$ cat src/rtl/analisador_quadro_peso_pkg.sv
// analisador_quadro_peso_pkg
// Shared definitions for the weighing-station frame parser: ASCII constants,
// the parser state encoding and small byte-classification helpers.
// When ANALISADOR_CHECKSUM_EN is defined the extra CHECK state is added to
// the state encoding.
package analisador_quadro_peso_pkg;

  localparam logic [7:0] ASCII_HASH = 8'h23;
  localparam logic [7:0] ASCII_ZERO = 8'h30;
  localparam logic [7:0] ASCII_NINE = 8'h39;

  localparam int ESTADO_W = 3;

  localparam logic [ESTADO_W-1:0] ST_ESPERA      = 3'd0;
  localparam logic [ESTADO_W-1:0] ST_CAMPO_MIN   = 3'd1;
  localparam logic [ESTADO_W-1:0] ST_CAMPO_MAX   = 3'd2;
  localparam logic [ESTADO_W-1:0] ST_CAMPO_ATUAL = 3'd3;
  localparam logic [ESTADO_W-1:0] ST_FIM         = 3'd4;
  localparam logic [ESTADO_W-1:0] ST_CHECK       = 3'd5;

  typedef enum logic [ESTADO_W-1:0] {
    ESPERA      = ST_ESPERA,
    CAMPO_MIN   = ST_CAMPO_MIN,
    CAMPO_MAX   = ST_CAMPO_MAX,
    CAMPO_ATUAL = ST_CAMPO_ATUAL,
    FIM         = ST_FIM
`ifdef ANALISADOR_CHECKSUM_EN
    , CHECK     = ST_CHECK
`endif
  } estado_t;

  function automatic logic eh_digito(input logic [7:0] b);
    return (b >= ASCII_ZERO) && (b <= ASCII_NINE);
  endfunction

  // '0'..'9' minus 0x30 always fits in a nibble; the upper bits are dropped.
  function automatic logic [3:0] valor_digito(input logic [7:0] b);
    logic [7:0] d;
    d = b - ASCII_ZERO;
    return d[3:0];
  endfunction

endpackage

$ cat src/rtl/contador_timeout_quadro.sv
// contador_timeout_quadro
// Inter-byte idle counter for byte-oriented protocol parsers.
// Ports:
//   clock  - system clock, rising edge
//   reset  - synchronous, active-high reset
//   zera   - clears the count (takes priority over conta)
//   conta  - counts one idle cycle
//   fim    - high while conta is asserted in the terminal cycle
//            (count == TIMEOUT_CYCLES-1)
// Parameters: TIMEOUT_CYCLES (idle cycles allowed), TW (counter width,
// 2^TW must exceed TIMEOUT_CYCLES).
module contador_timeout_quadro #(
  parameter int TIMEOUT_CYCLES = 5_000_000,
  parameter int TW             = 23
) (
  input  logic clock,
  input  logic reset,
  input  logic zera,
  input  logic conta,
  output logic fim
);

  localparam logic [TW-1:0] TERMINAL = TW'(TIMEOUT_CYCLES - 1);

  logic [TW-1:0] contagem;

  // Saturates at the terminal value so a parked counter never wraps.
  always_ff @(posedge clock) begin
    if (reset) begin
      contagem <= '0;
    end else if (zera) begin
      contagem <= '0;
    end else if (conta && (contagem != TERMINAL)) begin
      contagem <= contagem + 1'b1;
    end
  end

  assign fim = conta && (contagem == TERMINAL);

endmodule

$ cat src/rtl/analisador_quadro_peso.sv
// analisador_quadro_peso
// Frame parser and range checker for the weighing station. Accepts frames of
// the form '#' <min> <max> <current>, each field DIGITS ASCII decimal digits,
// latches the fields as packed BCD and flags whether current lies in
// [min, max].
// Optional build macro: ANALISADOR_CHECKSUM_EN adds a trailing XOR byte
// (XOR of all digit bytes) checked before the frame is accepted.
// Ports:
//   clock, reset        - rising-edge clock, synchronous active-high reset
//   rx_valid, rx_byte   - one-cycle byte strobe from the serial receiver
//   peso_min/max/atual  - latched fields, packed BCD, MS digit first
//   pertence_intervalo  - registered peso_min <= peso_atual <= peso_max
//   peso_max_zero       - registered peso_max == 0
//   quadro_ok           - one-cycle pulse, frame accepted and fields updated
//   quadro_erro         - one-cycle pulse, frame aborted
//   ocupado             - high whenever the parser is not in ESPERA
module analisador_quadro_peso
  import analisador_quadro_peso_pkg::*;
#(
  parameter int DIGITS         = 4,
  parameter int TIMEOUT_CYCLES = 5_000_000,
  parameter int TW             = 23
) (
  input  logic               clock,
  input  logic               reset,
  input  logic               rx_valid,
  input  logic [7:0]         rx_byte,
  output logic [4*DIGITS-1:0] peso_min,
  output logic [4*DIGITS-1:0] peso_max,
  output logic [4*DIGITS-1:0] peso_atual,
  output logic               pertence_intervalo,
  output logic               peso_max_zero,
  output logic               quadro_ok,
  output logic               quadro_erro,
  output logic               ocupado
);

  localparam int W  = 4 * DIGITS;
  localparam int CW = (DIGITS > 1) ? $clog2(DIGITS) : 1;
  localparam logic [CW-1:0] ULTIMO = CW'(DIGITS - 1);

  estado_t state, next_state;

  logic [W-1:0]  sh_min, sh_max, sh_atual;
  logic [W-1:0]  min_n, max_n, atual_n;
  logic [CW-1:0] cnt, cnt_n;
  logic          erro_n;
  logic          latch;
  logic          tempo_fim;
  logic          zera_tempo;
  logic          conta_tempo;
  logic          ultimo_digito;
  logic [W-1:0]  nibble_ext;

`ifdef ANALISADOR_CHECKSUM_EN
  logic [7:0] xor_acc, xor_n;
`endif

  assign ocupado       = (state != ESPERA);
  assign ultimo_digito = (cnt == ULTIMO);
  assign nibble_ext    = W'(valor_digito(rx_byte));

  // Any received byte restarts the idle window; outside a frame the counter
  // is held clear so a new frame always starts with a full window.
  assign zera_tempo  = rx_valid || (state == ESPERA);
  assign conta_tempo = ocupado && !rx_valid;

  contador_timeout_quadro #(
    .TIMEOUT_CYCLES (TIMEOUT_CYCLES),
    .TW             (TW)
  ) u_timeout (
    .clock (clock),
    .reset (reset),
    .zera  (zera_tempo),
    .conta (conta_tempo),
    .fim   (tempo_fim)
  );

  always_ff @(posedge clock) begin
    if (reset) begin
      state    <= ESPERA;
      sh_min   <= '0;
      sh_max   <= '0;
      sh_atual <= '0;
      cnt      <= '0;
`ifdef ANALISADOR_CHECKSUM_EN
      xor_acc  <= '0;
`endif
    end else begin
      state    <= next_state;
      sh_min   <= min_n;
      sh_max   <= max_n;
      sh_atual <= atual_n;
      cnt      <= cnt_n;
`ifdef ANALISADOR_CHECKSUM_EN
      xor_acc  <= xor_n;
`endif
    end
  end

  // latch marks the transition into FIM; the shadow values computed here
  // already include the final byte, so the outputs can be loaded on the same
  // edge and quadro_ok lines up with the new field values.
  always_comb begin
    next_state = state;
    min_n      = sh_min;
    max_n      = sh_max;
    atual_n    = sh_atual;
    cnt_n      = cnt;
    erro_n     = 1'b0;
    latch      = 1'b0;
`ifdef ANALISADOR_CHECKSUM_EN
    xor_n      = xor_acc;
`endif

    case (state)
      ESPERA: begin
        if (rx_valid && (rx_byte == ASCII_HASH)) begin
          next_state = CAMPO_MIN;
          min_n      = '0;
          max_n      = '0;
          atual_n    = '0;
          cnt_n      = '0;
`ifdef ANALISADOR_CHECKSUM_EN
          xor_n      = '0;
`endif
        end
      end

      CAMPO_MIN, CAMPO_MAX, CAMPO_ATUAL
`ifdef ANALISADOR_CHECKSUM_EN
      , CHECK
`endif
      : begin
        if (rx_valid) begin
          if (rx_byte == ASCII_HASH) begin
            // Resync: a fresh start marker restarts the frame silently.
            next_state = CAMPO_MIN;
            min_n      = '0;
            max_n      = '0;
            atual_n    = '0;
            cnt_n      = '0;
`ifdef ANALISADOR_CHECKSUM_EN
            xor_n      = '0;
`endif
          end
`ifdef ANALISADOR_CHECKSUM_EN
          else if (state == CHECK) begin
            if (rx_byte == xor_acc) begin
              next_state = FIM;
              latch      = 1'b1;
            end else begin
              next_state = ESPERA;
              erro_n     = 1'b1;
            end
          end
`endif
          else if (eh_digito(rx_byte)) begin
`ifdef ANALISADOR_CHECKSUM_EN
            xor_n = xor_acc ^ rx_byte;
`endif
            if (state == CAMPO_MIN) begin
              min_n = (sh_min << 4) | nibble_ext;
            end else if (state == CAMPO_MAX) begin
              max_n = (sh_max << 4) | nibble_ext;
            end else begin
              atual_n = (sh_atual << 4) | nibble_ext;
            end

            if (ultimo_digito) begin
              cnt_n = '0;
              if (state == CAMPO_MIN) begin
                next_state = CAMPO_MAX;
              end else if (state == CAMPO_MAX) begin
                next_state = CAMPO_ATUAL;
              end else begin
`ifdef ANALISADOR_CHECKSUM_EN
                next_state = CHECK;
`else
                next_state = FIM;
                latch      = 1'b1;
`endif
              end
            end else begin
              cnt_n = cnt + 1'b1;
            end
          end else begin
            next_state = ESPERA;
            erro_n     = 1'b1;
          end
        end else if (tempo_fim) begin
          next_state = ESPERA;
          erro_n     = 1'b1;
        end
      end

      FIM: begin
        next_state = ESPERA;
      end

      default: begin
        next_state = ESPERA;
      end
    endcase
  end

  // Fields change only on an accepted frame. The range flags are refreshed
  // in the cycle quadro_ok is high, so they stay 0 until the first frame and
  // always describe the currently latched fields.
  always_ff @(posedge clock) begin
    if (reset) begin
      peso_min           <= '0;
      peso_max           <= '0;
      peso_atual         <= '0;
      pertence_intervalo <= 1'b0;
      peso_max_zero      <= 1'b0;
      quadro_ok          <= 1'b0;
      quadro_erro        <= 1'b0;
    end else begin
      quadro_ok   <= latch;
      quadro_erro <= erro_n;
      if (latch) begin
        peso_min   <= min_n;
        peso_max   <= max_n;
        peso_atual <= atual_n;
      end
      if (quadro_ok) begin
        pertence_intervalo <= (peso_min <= peso_atual) && (peso_atual <= peso_max);
        peso_max_zero      <= (peso_max == '0);
      end
    end
  end

endmodule

$ cat config.mk
export PLATFORM = sky130hd
export DESIGN_NAME = analisador_quadro_peso
export DESIGN_NICKNAME = d
export VERILOG_FILES = /design/src/rtl/analisador_quadro_peso_pkg.sv /design/src/rtl/contador_timeout_quadro.sv /design/src/rtl/analisador_quadro_peso.sv
export SDC_FILE = /design/constraint.sdc
export NUM_CORES = 1
export LEC_CHECK = 0
export ABC_AREA = 1
export CORE_UTILIZATION = 35
export CTS_CLUSTER_DIAMETER = 150
export DETAILED_ROUTE_END_ITERATION = 7
export HOLD_SLACK_MARGIN = 0.06
export SLEW_MARGIN = 5
export SYNTH_ARGS = -nofsm -noshare
export SYNTH_HDL_FRONTEND = slang
export SYNTH_SLANG_ARGS = --single-unit
$ cat constraint.sdc
create_clock -name clock -period 2.4 [get_ports clock]
set_input_delay 0.6 -clock clock [delete_from_list [all_inputs] [get_ports clock]]
set_output_delay 0.6 -clock clock [all_outputs]
set_load 0.02 [all_outputs]
== Word level (Yosys, flattened, before mapping) ==
Cells that the tools add are included.
Cells by class
  add/sub/neg operators: 3
  $mul: 0
  divide/modulo/power cells: 0
  $lt $le $gt $ge: 4
  eq/ne operators: 12
  shift operators: 0
  muxes and demuxes: 46
  bitwise operators: 4
  reductions and logical operators: 17
Operators by type and width (number)
  $mux W16: 17
  $pmux W16 S2: 3
  $or A16 B4 Y16: 3
  $le A16 B16 Y1: 2
  $mux W3: 8
  $add A23 B1 Y23 const B: 1
  $eq A23 B23 Y1 const B: 1
  $ne A23 B23 Y1 const B: 1
  $logic_not A16 Y1: 1
  $mux W1: 11
  $mux W2: 5
  $eq A8 B6 Y1 const B: 1
  $ge A8 B6 Y1 const B: 1
  $le A8 B6 Y1 const B: 1
  $eq A3 B2 Y1 const B: 2
  $logic_and A1 B1 Y1: 6
  $ne A3 B3 Y1 const B: 2
  $pmux W3 S2: 1
  $ne A5 B5 Y1 const B: 1
  $pmux W2 S2: 1
  $reduce_and A4 Y1: 1
  $reduce_or A2 Y1: 2
  $sub A4 B1 Y4 const B: 1
  $eq A3 B1 Y1 const B: 1
  other kinds (12): 12
Word-level totals
  bits in registers: 128
  bits in latches: 0
  RAM bits: 0
  ROM bits: 0
  output and inout bits: 53
  logic and storage cells: 99
  memories kept: 0

== Longest topological paths before layout ==
Gate-level depths: netlist (run 1).
  depth after elaboration: 8
  mapped depth: 14
  mapped depth without buffers: 14

== Modules after synthesis ==
A second synthesis (run 1) with hierarchy kept.
Unflattened totals
  cells, all modules: 1028
  area total of the unflattened synthesis: 6889.1 um2
Modules (own cells, without submodules)
  analisador_quadro_peso: times used 1, cells an instance 802, area each 5452.7 um2, seq. area each 2102.0 um2
  contador_timeout_quadro: times used 1, cells an instance 226, area each 1436.4 um2, seq. area each 460.4 um2

== Least setup slack after synthesis (run 1) ==
No wires, ideal clock.
  path kind: input-to-reg
  from: input port rx_byte[7]
  to: register peso_atual[12]
  library setup time: 0.109 ns
  arrival: 1.761 ns
  path slack: 0.530 ns
  cell stages on the path: 11
  cell sequence: nor2_2 > nand3b_1 > nor2_4 > nand2_1 > a21oi_2 > nand2_2 > buf_6 > nand2_1 > nand3_1 > nand2_1 > inv_1
Between the ends
  word-level cells in the longest chain between the ends: 6
  elaborated cells between the ends (all ways): 14
Ends and longest elaborated chain
  start: declaration: RTL line analisador_quadro_peso.sv:27  | input logic [7:0] rx_byte,
  $ge A8 B6 Y1 or $le A8 B6 Y1 (tied branches): RTL line analisador_quadro_peso_pkg.sv:33  | return (b >= ASCII_ZERO) && (b <= ASCII_NINE);
  $logic_and A1 B1 Y1: RTL line analisador_quadro_peso_pkg.sv:33
  $mux W16 or $mux W1 (tied branches): RTL line analisador_quadro_peso.sv:158  | else if (eh_digito(rx_byte)) begin
  $mux W16 or $mux W1 (tied branches): RTL line analisador_quadro_peso.sv:136  | if (rx_byte == ASCII_HASH) begin
  $mux W16 or $mux W1 (tied branches): RTL line analisador_quadro_peso.sv:135  | if (rx_valid) begin
  $pmux W16 S2 or $mux W1 (tied branches): RTL line analisador_quadro_peso.sv:116  | case (state)
  end signal: assignment: RTL line analisador_quadro_peso.sv:225  | peso_atual <= atual_n;
  end: declaration: RTL line analisador_quadro_peso.sv:30  | output logic [4*DIGITS-1:0] peso_atual,
Several ways; a longest one is shown, not always the timed one.
A chain may end at the register's enable or synchronous reset.

== Final worst setup path (run 1) ==
  from: register state[1]
  to: output port ocupado
Between the ends
  word-level cells in the longest chain between the ends: 1
Ends and longest elaborated chain
  start: declaration: RTL line analisador_quadro_peso.sv:42  | estado_t state, next_state;
  start signal: assignment: RTL line analisador_quadro_peso.sv:90  | state <= next_state;
  $reduce_bool A3 Y1: RTL line analisador_quadro_peso.sv:59  | assign ocupado = (state != ESPERA);
  end: declaration: RTL line analisador_quadro_peso.sv:35  | output logic ocupado
Every way passes these cells.

==> results list, run 1 <==
- In this run the critical register-to-register path is launched from u_timeout.contagem[0].
- Setup repair after global routing left no endpoint under its margin.
- Yosys printed 0 warnings.
- Global routing used approximately 4.0% of the available met3 tracks.
- The longest clock path from root to sink contains 2 buffers.
- Die Ht: around 140 um
* Fraction of final layout cells with drive strength greater than 1: between 8 and 9%
- For this run, design rule violations remaining after detail routing come to 13.
* Core box area: 18100 um^2
- Number of DRC markers in iteration 0: roughly 310
- IR analysis of the VDD net gives a maximum drop of ~0.00052 V.
* Detailed Route WL: 16500 um
- Share of synthesized area occupied by flip-flops and latches: 39.4%
- The final reports fail on design-rule violations.
- Max_cap viols: 0
* Worst path required time: between 1500 and 2000 ps
* Clock latency on the worst-skew pair: 430 ps
- By startpoint and endpoint, the worst setup path is classified as reg -> out.
- The number of hold buffers added after CTS was 0.
* Starting density of the core: 35.9%
- Antenna violations before repair: 1
* Layout net count: approximately 1100
- Entering global routing, the biggest net connects 69 pins.
* Clk root buf: clkbuf_16
- 64 I/O pins were placed.
- In the routed layout, each cell is associated on average with a via count of 4.78.
* GRT busiest layer: met2
* Summed area of non-filler cells in the final layout: about 8000 um^2
- The number of global-route vias before repair was 5836.
* Die W: roughly 140 um
- Worst slew margin relative to its limit: 47.8%
* Total of endpoints with negative setup slack in the final report: 0
* Number of levels the H-tree was split into: 4
* CTS buffer count: 17
- Shortest period the worst path allows: between 2000 and 2500 ps
- First-pass GRT wire length: ~28000 um
* Number of vias after detailed routing: 5993
* Die area: 19100 um^2
- In this run the most critical hold path is launched from sh_max[12].
* Slew at the pin with the worst max-slew slack: 783 ps
* Number of register bits inferred by synthesis: 128
* RD Place Congestion: 0.879
- Total power consumption of the routed design: 5.63 mW
- After clock tree synthesis, the clock-pin slew on the worst setup and hold paths is 60 ps.
- IO buf count: 63
- Placed cells: approximately 1200
* Status: finished with violations
- The worst setup path is captured at an output pin.
- Arr. time, crit path: ~1600 ps
- DP Area: between 7000 and 8000 um^2
- Synth Cell Area: 6500 um^2
* Critical path fanouts, max: 4
* Leak pwr: 3.47 nW
- Row generation in the floorplan step produced between 40 and 50 rows.
* Number of different library cells in the post-synthesis netlist: 34
- The finished layout holds 1255 standard cells, fillers aside.
- Fin. max-slew vios: 0
* Antenna diodes: 0
- Counting every net in the synthesized netlist gives 978.
- Dividing the final minimum period by the clock period gives between 80% and 90%.
* Area grow syn2layout: 25.9%
- Post-CTS Repair Setup Buffers: 0
- In this run the worst hold path is classified as reg -> reg.
- Sum Neg Setup Slack: 0 ps
* All-Layer GR Usage: between 10% and 20%
- Tracing the worst setup path back leads to its startpoint at state[1].
* Final hold violation count: 0
- Grt total ovfl: 0
- Setup skew after layout: 10.1 ps
* Post-Synthesis Cells: 933
- TritonCTS built the clock tree.
* Met1 routing resource usage after global routing: 22.5%
- STA classifies the critical path startpoint as a flop.
- Dividing the detail-routed wire length by the instance count gives approximately 13 um.
- Met2 Resource Use GR: 31.0%
- Pre-Repair DR Iteration Count: 6
- For this run, the top clock speed supported by timing is 464 MHz.
- The clock drives 128 sinks.
* Areal power density over the cells: 688 nW/um^2
- Sum of net half-perimeters after detailed placement: around 12000 um
- In this run the remaining antenna-violating nets after routing total 0.
- After synthesis, the mean cell area works out to 6.96 um^2.
==> registers in the layout, indices dropped and copies added, names as in the netlist <==
signal              count
peso_min               16
sh_atual               16
pertence_intervalo      1
quadro_ok               1
cnt                     2
sh_min                 16
state                   3
peso_atual             16
sh_max                 16
peso_max_zero           1
quadro_erro             1
peso_max               16
u_timeout.contagem     23
==> logic make-up (layout without fill, tap and decap cells) <==
logic type      Yosys count  after routing  share of synthesized area [%]
simple gates            446            446                           29.3
buf+inv                 155            248                           9.78
compound gates          153            153                           12.6
flops                   128            128                           39.4
fa+ha+maj                34             34                           6.55
xor+xnor                 17             17                           2.29
==> metal layers <==
metal | routed length [um] | vias to the layer above
li1 | - | 3173
met1 | 7850 | 2681
met2 | 7750 | 105
met3 | 532 | 34
met4 | 407 | 0
met5 | 0 | -
==> Yosys cell counts <==
master	instances	share of area (%)
nor2_4	2	0.35
ha_1	34	6.5
nand2_1	258	15
a21oi_2	1	0.13
a31oi_1	1	0.096
nor4_1	5	0.48
o21a_1	16	1.8
o21ai_0	25	1.9
a21oi_1	106	8.2
nand3_2	3	0.46
buf_2	13	1.0
nor3_1	15	1.2
buf_6	3	0.52
buf_1	2	0.12
buf_4	4	0.46
nand4_1	12	1.2
o21ai_1	1	0.077
a21boi_0	1	0.12
a211oi_1	1	0.12
nand3b_1	4	0.46
nand3_1	66	5.1
nor2_1	72	4.2
nand2_2	4	0.39
nor3_2	1	0.15
xor2_1	13	1.8
dfxtp_1	128	39
nor2_8	1	0.31
inv_1	114	6.6
clkinv_1	2	0.12
a21o_1	1	0.12
nor2_2	3	0.29
xnor2_1	4	0.54
inv_2	4	0.23
clkbuf_1	13	0.75
==> stage by stage <==
step | hold slack (ps) | worst slack [ps] | util (%)
2_1_floorplan | 446 | 530 | -
3_3_place_gp | 455 | -38.3 | 41.8
3_5_place_dp | 460 | -78.2 | 41.8
4_1_cts | 470 | 211 | 45.2
5_1_grt | 496 | 113 | 45.2
6_report | 466 | 244 | 45.2
==> report_power, final <==
group | internal [mW] | total (mW) | switching, mW
sequential | 2.15 | 2.17 | 0.0188
clock | 1.67 | 2.73 | 1.06
combinational | 0.251 | 0.728 | 0.477
total | 4.07 | 5.63 | 1.56
==> layout make-up <==
class                      instances  area, um^2
fill                            1823        9900
multi-input combinational        650        3300
sequential                       128        2560
timing repair buffer              96         960
inverter                         120         450
clock buffer                      17         425
tap                              229         287
clock inverter                    15         198
==> critical path, cell delays in order, from the launching register on <==
cell	delay [ps]
dfxtp_1	330
nor2_1	160
clkinv_1	100
nor2_1	140
inv_1	90
dlygate4sd2_1	320
==> timing repair <==
action / CTS / global route
gates resized for setup: 1 / 0
endpoints found under the setup margin: 1 / 0
hold endpoints to repair: 0 / 0
==> layout by cell type, fill, tap and decap left out, types with 13 or more instances in the layout <==
cell | synthesis | final
inv_1 | 114 | 114
clkdlybuf4s50_1 | 0 | 61
xor2_1 | 13 | 13
nand2_1 | 258 | 258
nor3_1 | 15 | 15
ha_1 | 34 | 34
o21a_1 | 16 | 16
a21oi_1 | 106 | 106
nor2_1 | 72 | 72
buf_4 | 4 | 26
nand3_1 | 66 | 66
clkbuf_16 | 0 | 17
dfxtp_1 | 128 | 128
o21ai_0 | 25 | 25
==> path summary, 6_finish.rpt <==
check	endpoint	slack [ps]	cells past startpoint
max reg2reg	u_timeout.contagem[15]	440	10
min	sh_max[12]	470	2
max	ocupado	240	5
min reg2reg	sh_max[12]	470	2
Power figures use the tool's default switching activity.
==> run 2: changes to the inputs <==
CORE_UTILIZATION = 45   (was 35)
PLACE_DENSITY = 0.65   (was default)
==> run 2 against run 1 <==
Against the previous run:
- the flow now finishes without violations
- sequential share of layout area is 0.24 points higher
- clock power is 3% lower
- total power is 1.8% lower
- clock-buffer cell count is 5 higher
- via count up 0.83%
- maximum frequency rose by 1.2%
- wire length shrank 1.9%
- critical endpoint is now peso_max[9]
- highest routed layer unchanged
==> results list, run 2 (same netlist as run 1, synthesis figures left out) <==
- Reg2Reg Setup Slack: 420 ps (-20 ps)
- The largest fanout on the critical path is 4 (unchanged).
- Largest stage delay on the critical path: 650 ps (+320 ps)
- The hold violation count in the final report is 0 (unchanged).
- The fraction of final layout cells with drive strength greater than 1 was 8.37% (+0.081 points).
- Count of nets left with antenna violations after detail routing: 0 (unchanged)
- The number of placement rows is 43 (-12%).
- Routed length per instance: 13.4 um (+1.9%)
* Total power consumption of the routed design: 5.53 mW (-1.8%)
- Arr. time, crit path: 1530 ps (-30 ps)
- The startpoint identified for the worst hold timing path is sh_max[13].
- The detailed-route vias per instance came to 5.00 (+4.8%).
* Grt total ovfl: 0 (unchanged)
- The core outline area is 14000 um^2 (-23%).
- Number of vias after detailed routing: 6043 (+0.83%)
- The starting density of the core came to 46.4% (+11 points).
* Register bank with the most flops: u_timeout.contagem
- WHS Path Cells: 2 (unchanged)
* Reg2Reg Capture Point: u_timeout.contagem[17]
* Max rail drop VDD: 0.000521 V (+0.43%)
* # DRC: 0 (-13)
- The clock slew seen by the registers of the worst setup and hold paths came to 60 ps (about the same).
- The number of nets at the end of the flow came to 1060 (+0.19%).
- Antenna violations before repair: 0 (-1)
* Total of endpoints with negative setup slack in the final report: 0 (unchanged)
- The final antenna diode count came to 0 (unchanged).
- The signal on the critical path passes through clkdlybuf4s50_1.
- Placed cells: 1176 (-3.8%)
- Setup repair after global routing left no endpoint under its margin.
* Leak pwr: 3.48 nW (+0.13%)
- The HPWL reported at the end of detailed placement is 11700 um (-1.4%).
* Areal power density over the cells: 681 nW/um^2 (-1.0%)
- The setup skew after layout is 4.86 ps (-5.19 ps).
* Worst reg2reg startpoint: u_timeout.contagem[0]
- The fmax is 469 MHz (+1.2%).
- Die area: 14900 um^2 (-22%)
- In this run the clock root is driven by a clkbuf_16.
- Number of global-route vias before repair: 5708 (-2.2%)
- Non-filler instance count after layout: 1208 (-3.7%)
- Number of levels the H-tree was split into: 4 (unchanged)
- Worst path required time: 1800 ps (about the same)
- Flip-flop count of the largest register after layout: 23 (unchanged)
- Final period utilization: 88.8% (-1.0 points)
* Fin. max-slew vios: 0 (unchanged)
- The worst hold path terminates at sh_max[13].
- Commonest cells after routing, fill and taps aside: nand2_1, dfxtp_1, inv_1
- The path class of the tightest hold or removal check is reg -> reg.
- The number of setup buffers added after CTS came to 0 (unchanged).
- Number of DRC markers in iteration 0: 317 (+2.6%)
* Cell depth of the worst setup path: 1 (-4)
- The number of filler cells placed in the layout is 1353 (-26%).
- The quantity of gates resized following cts came to 0 (-1).
- CTS buffer count: 17 (unchanged)
- The weighted congestion reported at the end of routability-driven placement is 0.874 (-0.59%).
- Die Ht: 122 um (-12%)
* Shortest period the worst path allows: 2130 ps (-25.0 ps)
- Register-to-Register Path Depth: 10 (unchanged)
* Worst slew margin relative to its limit: 62.8% (+15 points)
* Max_cap viols: 0 (unchanged)
* Most common library cell in the layout ignoring fill and taps: nand2_1
* Crit path max-delay cell type: clkdlybuf4s50_1
* Die W: 122 um (-12%)
- Largest buffer count on any clock path: 2 (unchanged)
* All-Layer GR Usage: 23.8% (+5.4 points)
- TritonCTS built the clock tree.
- The worst setup path is captured at an output pin.
- The number of top-level pins came to 64 (unchanged).
- Cell type group with the largest total delay on the critical path: buffers and inverters
* Hold buffer count at cts: 0 (unchanged)
- The clock insertion delay at the later pin of the skew report was 420 ps (about the same).
- Compared with the post-synthesis result, the final layout area differs by 25.0%.
- Pin count of the biggest net entering global routing: 39 (-43%)
- IO buf count: 63 (unchanged)
- CP bufs+invs: 1 (-2)
* Slew at the pin with the worst max-slew slack: 553 ps (-230 ps)
- The worst setup path is launched from a flop.
- The wire length after detailed routing is 16200 um (-1.9%).
* Critical path start-end classification: reg -> out
- Pre-Repair DR Iteration Count: 5 (-1)
* First-pass GRT wire length: 27300 um (-2.3%)
- Status: finished clean
- The number of clock sinks came to 128 (unchanged).
## run 2: cell count changes in the layout (fill, tap and decap cells not counted), sizes merged
cell          delta
clkbuf           +5
buf              +2
inv              -8
dlymetal6s2s     +1
dlygate4sd2      -1
clkinvlp         +3
## run 2: power by group
group	switching, mW	internal (mW)
registers	0.0192	2.15
logic	0.473	0.227
clock network	0.926	1.73
## run 2: worst max-delay path by stage
stage                startpoint              to  slack (ps)
floorplan            rx_byte[7]  peso_atual[12]         530
global placement     rx_byte[7]    peso_min[12]        -110
detailed placement   rx_byte[1]    peso_min[12]        -100
CTS                    state[1]         ocupado          10
global route         rx_byte[7]     peso_min[4]         120
finish              peso_max[9]     peso_max[9]         270
## run 2: layout make-up
type | instances | area, um^2 | area share (%)
well taps | 180 | 225 | 2.77
flip-flops and latches | 128 | 2560 | 31.6
inverters | 120 | 450 | 5.55
repair buffers | 98 | 966 | 11.9
multi-input cells | 650 | 3300 | 40.6
clock inverters | 10 | 133 | 1.63
clock buffers | 22 | 484 | 5.96
## run 2: worst register-to-register path, cell delays in order (launching register included)
cell     delay, ps
dfxtp_1        390
ha_1           270
nand3_2        150
nor2_2         170
inv_2           70
nor3_2         150
nand2_1        110
nand2_2         90
buf_4          260
nand2_1         90
a21oi_1        150
## run 2: through the flow
stage	setup slack (ps)	TNS (ps)	cell area, um^2	utilization, %	hold slack (ps)
after global placement	-109	-3120	7500	53.6	456
final	269	0	8120	58.1	466
after floorplan	530	0	6500	-	446
after CTS	9.78	0	8120	58.0	468
after global routing	124	0	8120	58.1	484
after detailed placement	-100	-3180	7500	53.6	459
## run 2: metal layers
| metal | GRT usage [%] | share of wire, % | up-vias |
|---|---|---|---|
| met5 | 0 | 0 | - |
| met4 | 9.83 | 2.3 | 0 |
| met3 | 6.32 | 4.5 | 28 |
| met2 | 37.9 | 46 | 127 |
| met1 | 30.3 | 47 | 2721 |
| li1 | - | - | 3167 |
